**config.mk**
```make
export PLATFORM = sky130hd
export DESIGN_NAME = wb_commit_unit
export DESIGN_NICKNAME = d
export VERILOG_FILES = /design/src/rtl/wb_commit_unit.sv
export SDC_FILE = /design/constraint.sdc
export NUM_CORES = 1
export LEC_CHECK = 0
export CORE_MARGIN = 2
export CORE_UTILIZATION = 50
export CTS_CLUSTER_DIAMETER = 120
export DETAILED_ROUTE_END_ITERATION = 10
export GPL_TIMING_DRIVEN = 0
export PLACE_DENSITY_LB_ADDON = 0.2
export SLEW_MARGIN = 20
export SYNTH_ARGS = -nofsm -noshare
export SYNTH_HDL_FRONTEND = slang
export SYNTH_SLANG_ARGS = --single-unit
```
**constraint.sdc**
```tcl
create_clock -name clk -period 2.6 [get_ports clk]
set_input_delay 0.52 -clock clk [delete_from_list [all_inputs] [get_ports clk]]
set_output_delay 0.52 -clock clk [all_outputs]
set_load 0.01 [all_outputs]
```
**src/rtl/wb_commit_unit.sv**
```systemverilog
// rtl/wb_commit_unit.sv - writeback commit: value select, conditional commit, regfile, C/Z flags
//
// Purpose: consumes the MEM/WB pipeline register outputs, picks the writeback
// value, decides whether the instruction commits, and updates the 8x16
// register file, the C/Z flags, the last committed PC and the commit counter.
//
// Ports:
//   clk, rst_n                 clock (rising edge), asynchronous active-low reset
//   alu_result_wb              ALU result
//   memrd_data_wb              load data
//   imm9_0_pad_wb              LHI immediate, already padded
//   pc_wb                      PC of the instruction in WB
//   regdst_wb                  destination register
//   regwrite_wb                instruction intends to write (0 = bubble)
//   memtoreg_wb                select load data
//   aluop_wb                   operation code
//   cz_wb, prev_cz_wb          condition field and {C,Z} seen at execute
//   alu_carry_wb               carry-out of the ALU op
//   rd_addr_a/b, rd_data_a/b   ID read ports with write-through bypass
//   wb_en, wb_addr, wb_data    commit strobe, address and value this cycle
//   flag_c, flag_z             architectural flags
//   pc_commit                  PC of the last committed instruction
//   commit_count               number of committed writes (wraps)

module wb_commit_unit #(
  parameter logic [3:0] OP_ADD = 4'b0000,
  parameter logic [3:0] OP_ADI = 4'b0001,
  parameter logic [3:0] OP_NDU = 4'b0010,
  parameter logic [3:0] OP_LHI = 4'b0011,
  parameter logic [3:0] OP_LW  = 4'b0100
) (
  input  logic        clk,
  input  logic        rst_n,
  input  logic [15:0] alu_result_wb,
  input  logic [15:0] memrd_data_wb,
  input  logic [15:0] imm9_0_pad_wb,
  input  logic [15:0] pc_wb,
  input  logic [2:0]  regdst_wb,
  input  logic        regwrite_wb,
  input  logic        memtoreg_wb,
  input  logic [3:0]  aluop_wb,
  input  logic [1:0]  cz_wb,
  input  logic [1:0]  prev_cz_wb,
  input  logic        alu_carry_wb,
  input  logic [2:0]  rd_addr_a,
  input  logic [2:0]  rd_addr_b,
  output logic [15:0] rd_data_a,
  output logic [15:0] rd_data_b,
  output logic        wb_en,
  output logic [2:0]  wb_addr,
  output logic [15:0] wb_data,
  output logic        flag_c,
  output logic        flag_z,
  output logic [15:0] pc_commit,
  output logic [15:0] commit_count
);

  logic [15:0] regs [8];
  logic        cond_ok;
  logic        is_cond_op;

  always_comb begin
    wb_data = alu_result_wb;
    if (memtoreg_wb) begin
      wb_data = memrd_data_wb;
    end else if (aluop_wb == OP_LHI) begin
      wb_data = imm9_0_pad_wb;
    end
  end

  // Only the ADD and NDU families are predicated on the stored flags.
  always_comb begin
    is_cond_op = (aluop_wb == OP_ADD) || (aluop_wb == OP_NDU);
    cond_ok    = 1'b1;
    if (is_cond_op) begin
      case (cz_wb)
        2'b10:   cond_ok = prev_cz_wb[1];
        2'b01:   cond_ok = prev_cz_wb[0];
        default: cond_ok = 1'b1;
      endcase
    end
  end

  // A bubble (regwrite_wb=0) forces the strobe low regardless of X elsewhere.
  assign wb_en   = rst_n & regwrite_wb & cond_ok;
  assign wb_addr = regdst_wb;

  assign rd_data_a = (wb_en && (rd_addr_a == regdst_wb)) ? wb_data : regs[rd_addr_a];
  assign rd_data_b = (wb_en && (rd_addr_b == regdst_wb)) ? wb_data : regs[rd_addr_b];

  always_ff @(posedge clk or negedge rst_n) begin
    if (!rst_n) begin
      for (int i = 0; i < 8; i++) begin
        regs[i] <= 16'h0000;
      end
      flag_c       <= 1'b0;
      flag_z       <= 1'b0;
      pc_commit    <= 16'h0000;
      commit_count <= 16'h0000;
    end else if (wb_en) begin
      regs[regdst_wb] <= wb_data;
      pc_commit       <= pc_wb;
      commit_count    <= commit_count + 16'h0001;
      if ((aluop_wb == OP_ADD) || (aluop_wb == OP_ADI)) begin
        flag_c <= alu_carry_wb;
        flag_z <= (wb_data == 16'h0000);
      end else if (aluop_wb == OP_NDU) begin
        flag_z <= (wb_data == 16'h0000);
      end else if ((aluop_wb == OP_LW) && memtoreg_wb) begin
        flag_z <= (memrd_data_wb == 16'h0000);
      end
    end
  end

endmodule

```
# Yosys cells after proc, flatten, opt, wreduce, memory -nomap -nowiden
# Index checks and enable logic that the tools add are counted.
# totals
ramBits	0
latch_bits	0
output_inout_bits	86
mem_bits_ro	0
input_bits	86
mem_count	0
ff_bits	162
# classes
n_reduce_logical	12
order_cmp	4
mux	18
n_div	0
bitwise	5
addsub	1
n_mul	0
n_eq_ne	8
shifts	0
# op_table
op	count
2-to-1 mux 16 bit	9
bitwise mux 128 bit	1
binary-select mux 16 bit (select 3 bit)	2
demux 16 bit (select 3 bit)	1
zero test 16 bit	2
adder 16 x 1 -> 16 bit, second input constant	1
>= comparator 4 bit, second input constant	3
inverter 3 -> 4 bit	3
equality test 4 x 2 -> 1 bit, second input constant	2
equality test 3 bit	2
equality test 4 x 1 -> 1 bit, second input constant	1
equality test 4 x 3 -> 1 bit, second input constant	1
logical AND 1 bit	4
zero test 4 bit	1
less-than comparator 4 x 1 -> 1 bit, second input constant	1
2-to-1 mux 1 bit	4
AND reduction 2 bit	2
nonzero test 3 bit	1
AND 1 bit	2
equality test 2 x 1 -> 1 bit, second input constant	1
equality test 2 bit, second input constant	1
logical OR 1 bit	2
one-hot mux 1 bit (2 select lines)	1

# Longest topological paths before layout
# depth
word_depth	6
mapped_depth	9
depth_no_buf	8

# Least setup slack after synthesis
# OpenSTA, ideal clock, no wires.
# synth_timing
kind	input-to-output
start	input rd_addr_a[0]
end	output rd_data_a[0]
arrival_ns	1.954
t_required_ns	2.080
path_buffers	2
path_stages	6
path_slack_ns	0.126
cell_sequence	buf_2 -> buf_2 -> mux4_2 -> mux2_2 -> nand2_1 -> o21ai_0
# synth_via
elab_chain_len	5
elab_cells_between_ends	7
classes_between	eq/ne: 1; mux: 4; bitwise: 1; reduce/logical: 1
# synth_rtl
item	line	text
start, declared	45	input logic [2:0] rd_addr_a,
inverter 3 -> 4 bit (not written as such)	88	assign rd_data_a = (wb_en && (rd_addr_a == regdst_wb)) ? wb_data : regs[rd_addr_a];
binary-select mux 16 bit (select 3 bit)	88	
2-to-1 mux 16 bit (not written as such) (2 in a row)	88	
2-to-1 mux 16 bit *	88	
end, declared	47	output logic [15:0] rd_data_a,
# Mark *: on every way between the ends. The rest lies on a longest branch, timed or not. The select of a mux whose other input is x is not followed.

# Final worst setup path
# layout_timing
start	input cz_wb[0]
end	output rd_data_a[12]
# layout_via
elab_chain_len	6
elab_cells_between_ends	7
classes_between	eq/ne: 2; mux: 3; bitwise: 1; reduce/logical: 1
# layout_rtl
item	line	text
start, declared	42	input logic [1:0] cz_wb,
equality test 2 x 1 -> 1 bit / equality test 2 bit (equally long branches)	76	case (cz_wb)
one-hot mux 1 bit (2 select lines) *	76	
2-to-1 mux 1 bit *	75	if (is_cond_op) begin
AND 1 bit *	85	assign wb_en = rst_n & regwrite_wb & cond_ok;
logical AND 1 bit *	88	
2-to-1 mux 16 bit *	88	
# Mark *: on every way between the ends. The rest lies on a longest branch, timed or not.

==> results.md <==
* Slowest cell on the critical path: ha_4
* CP Max Fanout at 5
* Port Buffers at 162
* Number of cell rows at 48
* Critical Path AT at 2170 ps
* Ys async rst share at 100.0%
* Adder-Cell Fraction of Synth Area at 0.4224%
* Max Cap Viol at 0
* Largest net degree at the start of global routing at 33
* Number of synthesized flops with an enable pin at 0
* Register area share after synthesis at 45.61%
* Top cell type by total area after synthesis: dfrtp_1
* Post-layout nets at 1197
* First-pass GRT wire length at 47270 um
* RSZ-0062 raised after global routing: yes
* Largest family of logic cells by synthesized area: multiplexers
* Fin crit period at 2688 ps
* Layout cells sized above 1 at 36.13%
* CP max stage delay at 270 ps
* Initial Util at 51.20%
* Post-Route Skew at 5.684 ps
* Peak VDD IR at 0.0004875 V
* Die Wd at 137.3 um
* Vias/cell at 6.120
* Root buf cell: clkbuf_16
* Die area at 18860 um^2
* Hold Violations, Final at 0
* Final worst slack at -88.27 ps
* Max Freq at 372.0 MHz
* Tot GR Track Use at 34.43%
* Clk slew on worst S/H paths at 70 ps
* Cell variety after synth at 43
* CP most frequent cell: buf_6
* Hold Crit Class: input pin to async pin
* Fin crit share at 103.4%
* Remaining antenna violation count at 0
* Area contributors post-synth: dfrtp_1, mux4_2, nand2_1
* CP Class: input pin to primary output
* Worst-margin pin slew at 748.4 ps
* Number of global-route vias before repair at 8481
* Slew Viols, Final at 0
* DR vias at 8238
* Run status: finished with violations
* Worst path cell trace: buf_8, inv_4, ha_4, nor2_4, a31oi_4, buf_6, nand4_1, buf_6, clkbuf_16, o21ai_4, buf_6
* Post-synthesis register bit count at 162
* TNS Setup at -1293 ps
* Synth cell count leaders: nand2_1, dfrtp_1, o21ai_0
* # hold bufs at CTS at 0
* Drt wl/cell at 23.17 um
* Core footprint at 17360 um^2
* Clock Sink Count at 162
* Post-DP HPWL at 19050 um
* TritonCTS clock tree: built
* Final setup fails at 24
* Top cell type's share of synthesized area at 45.61%
* Yosys warnings at 0
* Avg Cell Area, Syn at 10.64 um^2
* Count leader, synth: nand2_1
* Worst EP required at 2080 ps
* CTS H-tree lvls at 4
* DRC at 0
* Startpoint types: input pin
* Mapped cell area at 8887 um^2
* Capturing element type of the critical path: primary output
* Total gr overflow at 0
* Total CTS buffers at 17
* Failing checks: setup timing
* Num ports at 172
* Clk Latency, worst-skew pair at 430 ps
* Xor/xnor share of the synthesized area at 2.070%
* Mapped Cells at 835
* Chip height at 137.3 um
* Initial DRC Count at 933
* Longest Clk Path Bufs at 2
* Syn Nets at 924
* Post-Route WL at 31190 um
* Pwr/cell area at 685.5 nW/um^2
* Diodes inserted at 0
* Layout area overhead at 45.53%
* Compound-gate portion of the synthesized area at 11.42%
* Pre-antenna DRT Iters at 5
* Initial antenna violation count at 1
* GPL Wtd Cong at 0.8787
* Worst slew margin at 50.11%
* Simple-gate share of the synthesized area at 10.98%
* Mux cell area share after synthesis at 24.41%
* Ys flop type: dfrtp_1
* Leak at 5.738 nW
* Final Power at 8.867 mW
-- metrics by stage --
step / utilization [%] / setup WS (ps) / hold slack [ps] / instance area [um^2] / std cells
after floorplan: - / 126.3 / 224.4 / 8887 / 835
after global placement: 62.17 / -7261 / 463.9 / 10790 / 1222
after detailed placement: 62.51 / -1621 / 417.5 / 10850 / 1224
after CTS: 73.78 / -70.39 / 0.6996 / 12810 / 1338
after global routing: 74.52 / -121.5 / 3.918 / 12930 / 1346
final: 74.52 / -88.27 / 8.218 / 12930 / 1346
-- path summary, 6_finish.rpt --
kind	start	endpoint	slack (ps)	cells past startpoint
worst max-delay path	cz_wb[0]	rd_data_a[12]	-90	11
worst min-delay path	rst_n	commit_count[13]$_DFFE_PN0P_	8	1
worst max register to register	commit_count[6]$_DFFE_PN0P_	commit_count[14]$_DFFE_PN0P_	1120	6
worst min register to register	commit_count[15]$_DFFE_PN0P_	commit_count[15]$_DFFE_PN0P_	480	1
max in group asynchronous	rst_n	regs[48]$_DFFE_PN0P_	1840	4
min in group clk	aluop_wb[3]	flag_z$_DFFE_PN0P_	440	4
-- area by class of cell --
| type | instances | area (um^2) |
|---|---|---|
| Fill cell | 1153 | 4423 |
| Sequential cell | 162 | 4054 |
| Timing Repair Buffer | 254 | 2529 |
| Inverter | 20 | 80.08 |
| Clock buffer | 17 | 425.4 |
| Clock inverter | 15 | 196.4 |
| Multi-Input combinational cell | 574 | 4654 |
| Tap cell | 225 | 281.5 |
| Buffer | 79 | 713.2 |
-- report_power, final --
group          switching [mW]  total (mW)  internal, mW
registers               0.446        3.49          3.04
clock network            1.14        2.68          1.54
logic                    1.22        2.70          1.49
-- what timing repair did --
item / 4_1_cts / 5_1_grt
gates cloned: 11 / 0
resized for setup: 386 / 56
pin swaps: 26 / 15
endpoints found under the setup margin: 180 / 45
setup buffers: 72 / 10
-- cell usage in the layout, fill, tap and decap left out, types with 5 or more instances in the layout --
| cell | Yosys | routed |
|---|---|---|
| nand2_1 | 171 | 162 |
| dfrtp_1 | 162 | 162 |
| o21ai_0 | 124 | 108 |
| clkdlybuf4s50_1 | 0 | 102 |
| buf_4 | 6 | 64 |
| mux4_2 | 64 | 64 |
| mux2_2 | 46 | 46 |
| buf_6 | 0 | 37 |
| buf_2 | 20 | 37 |
| o21ai_1 | 34 | 31 |
| clkbuf_1 | 50 | 23 |
| clkbuf_16 | 0 | 21 |
| nor2_1 | 25 | 20 |
| mux2i_1 | 21 | 19 |
| a21oi_2 | 1 | 17 |
| xnor2_1 | 17 | 17 |
| o21ai_2 | 0 | 17 |
| inv_1 | 19 | 14 |
| clkbuf_8 | 0 | 13 |
| clkbuf_2 | 0 | 12 |
| buf_8 | 0 | 8 |
| nand4_1 | 8 | 8 |
| buf_12 | 2 | 7 |
| dlygate4sd2_1 | 0 | 7 |
| bufbuf_16 | 0 | 6 |
| nand2_4 | 0 | 5 |
| nand3_1 | 5 | 5 |
| nor4_1 | 5 | 5 |
-- logic make-up (layout without fill, tap and decap cells) --
logic type	Yosys count	in the layout
buffers and inverters	99	385
adders and majority gates	3	3
xor gates and xnor gates	21	21
AOI/OAI and AO/OA	188	188
muxes	131	131
and+or+nand+nor	231	231
DFF	162	162
-- worst max-delay path, delay by kind of cell --
family	cells	cell delay, ps
fa+ha+maj	1	270
simple gates	2	220
compound gates	2	410
buf+inv	6	750
-- registers in the layout, indices dropped and copies added, names as in the netlist --
name and flops:
regs 128, commit_count 16, flag_z 1, flag_c 1, pc_commit 16
-- routing by layer --
metal	wire (um)	vias up	share of wire [%]	GRT usage, %
li1	-	3531	-	-
met1	11630	4066	37	43.75
met2	15280	538	49	55.94
met3	3158	103	10	8.940
met4	1116	0	3.6	15.01
met5	0	-	0	0
(Power assumes the default switching activity.)
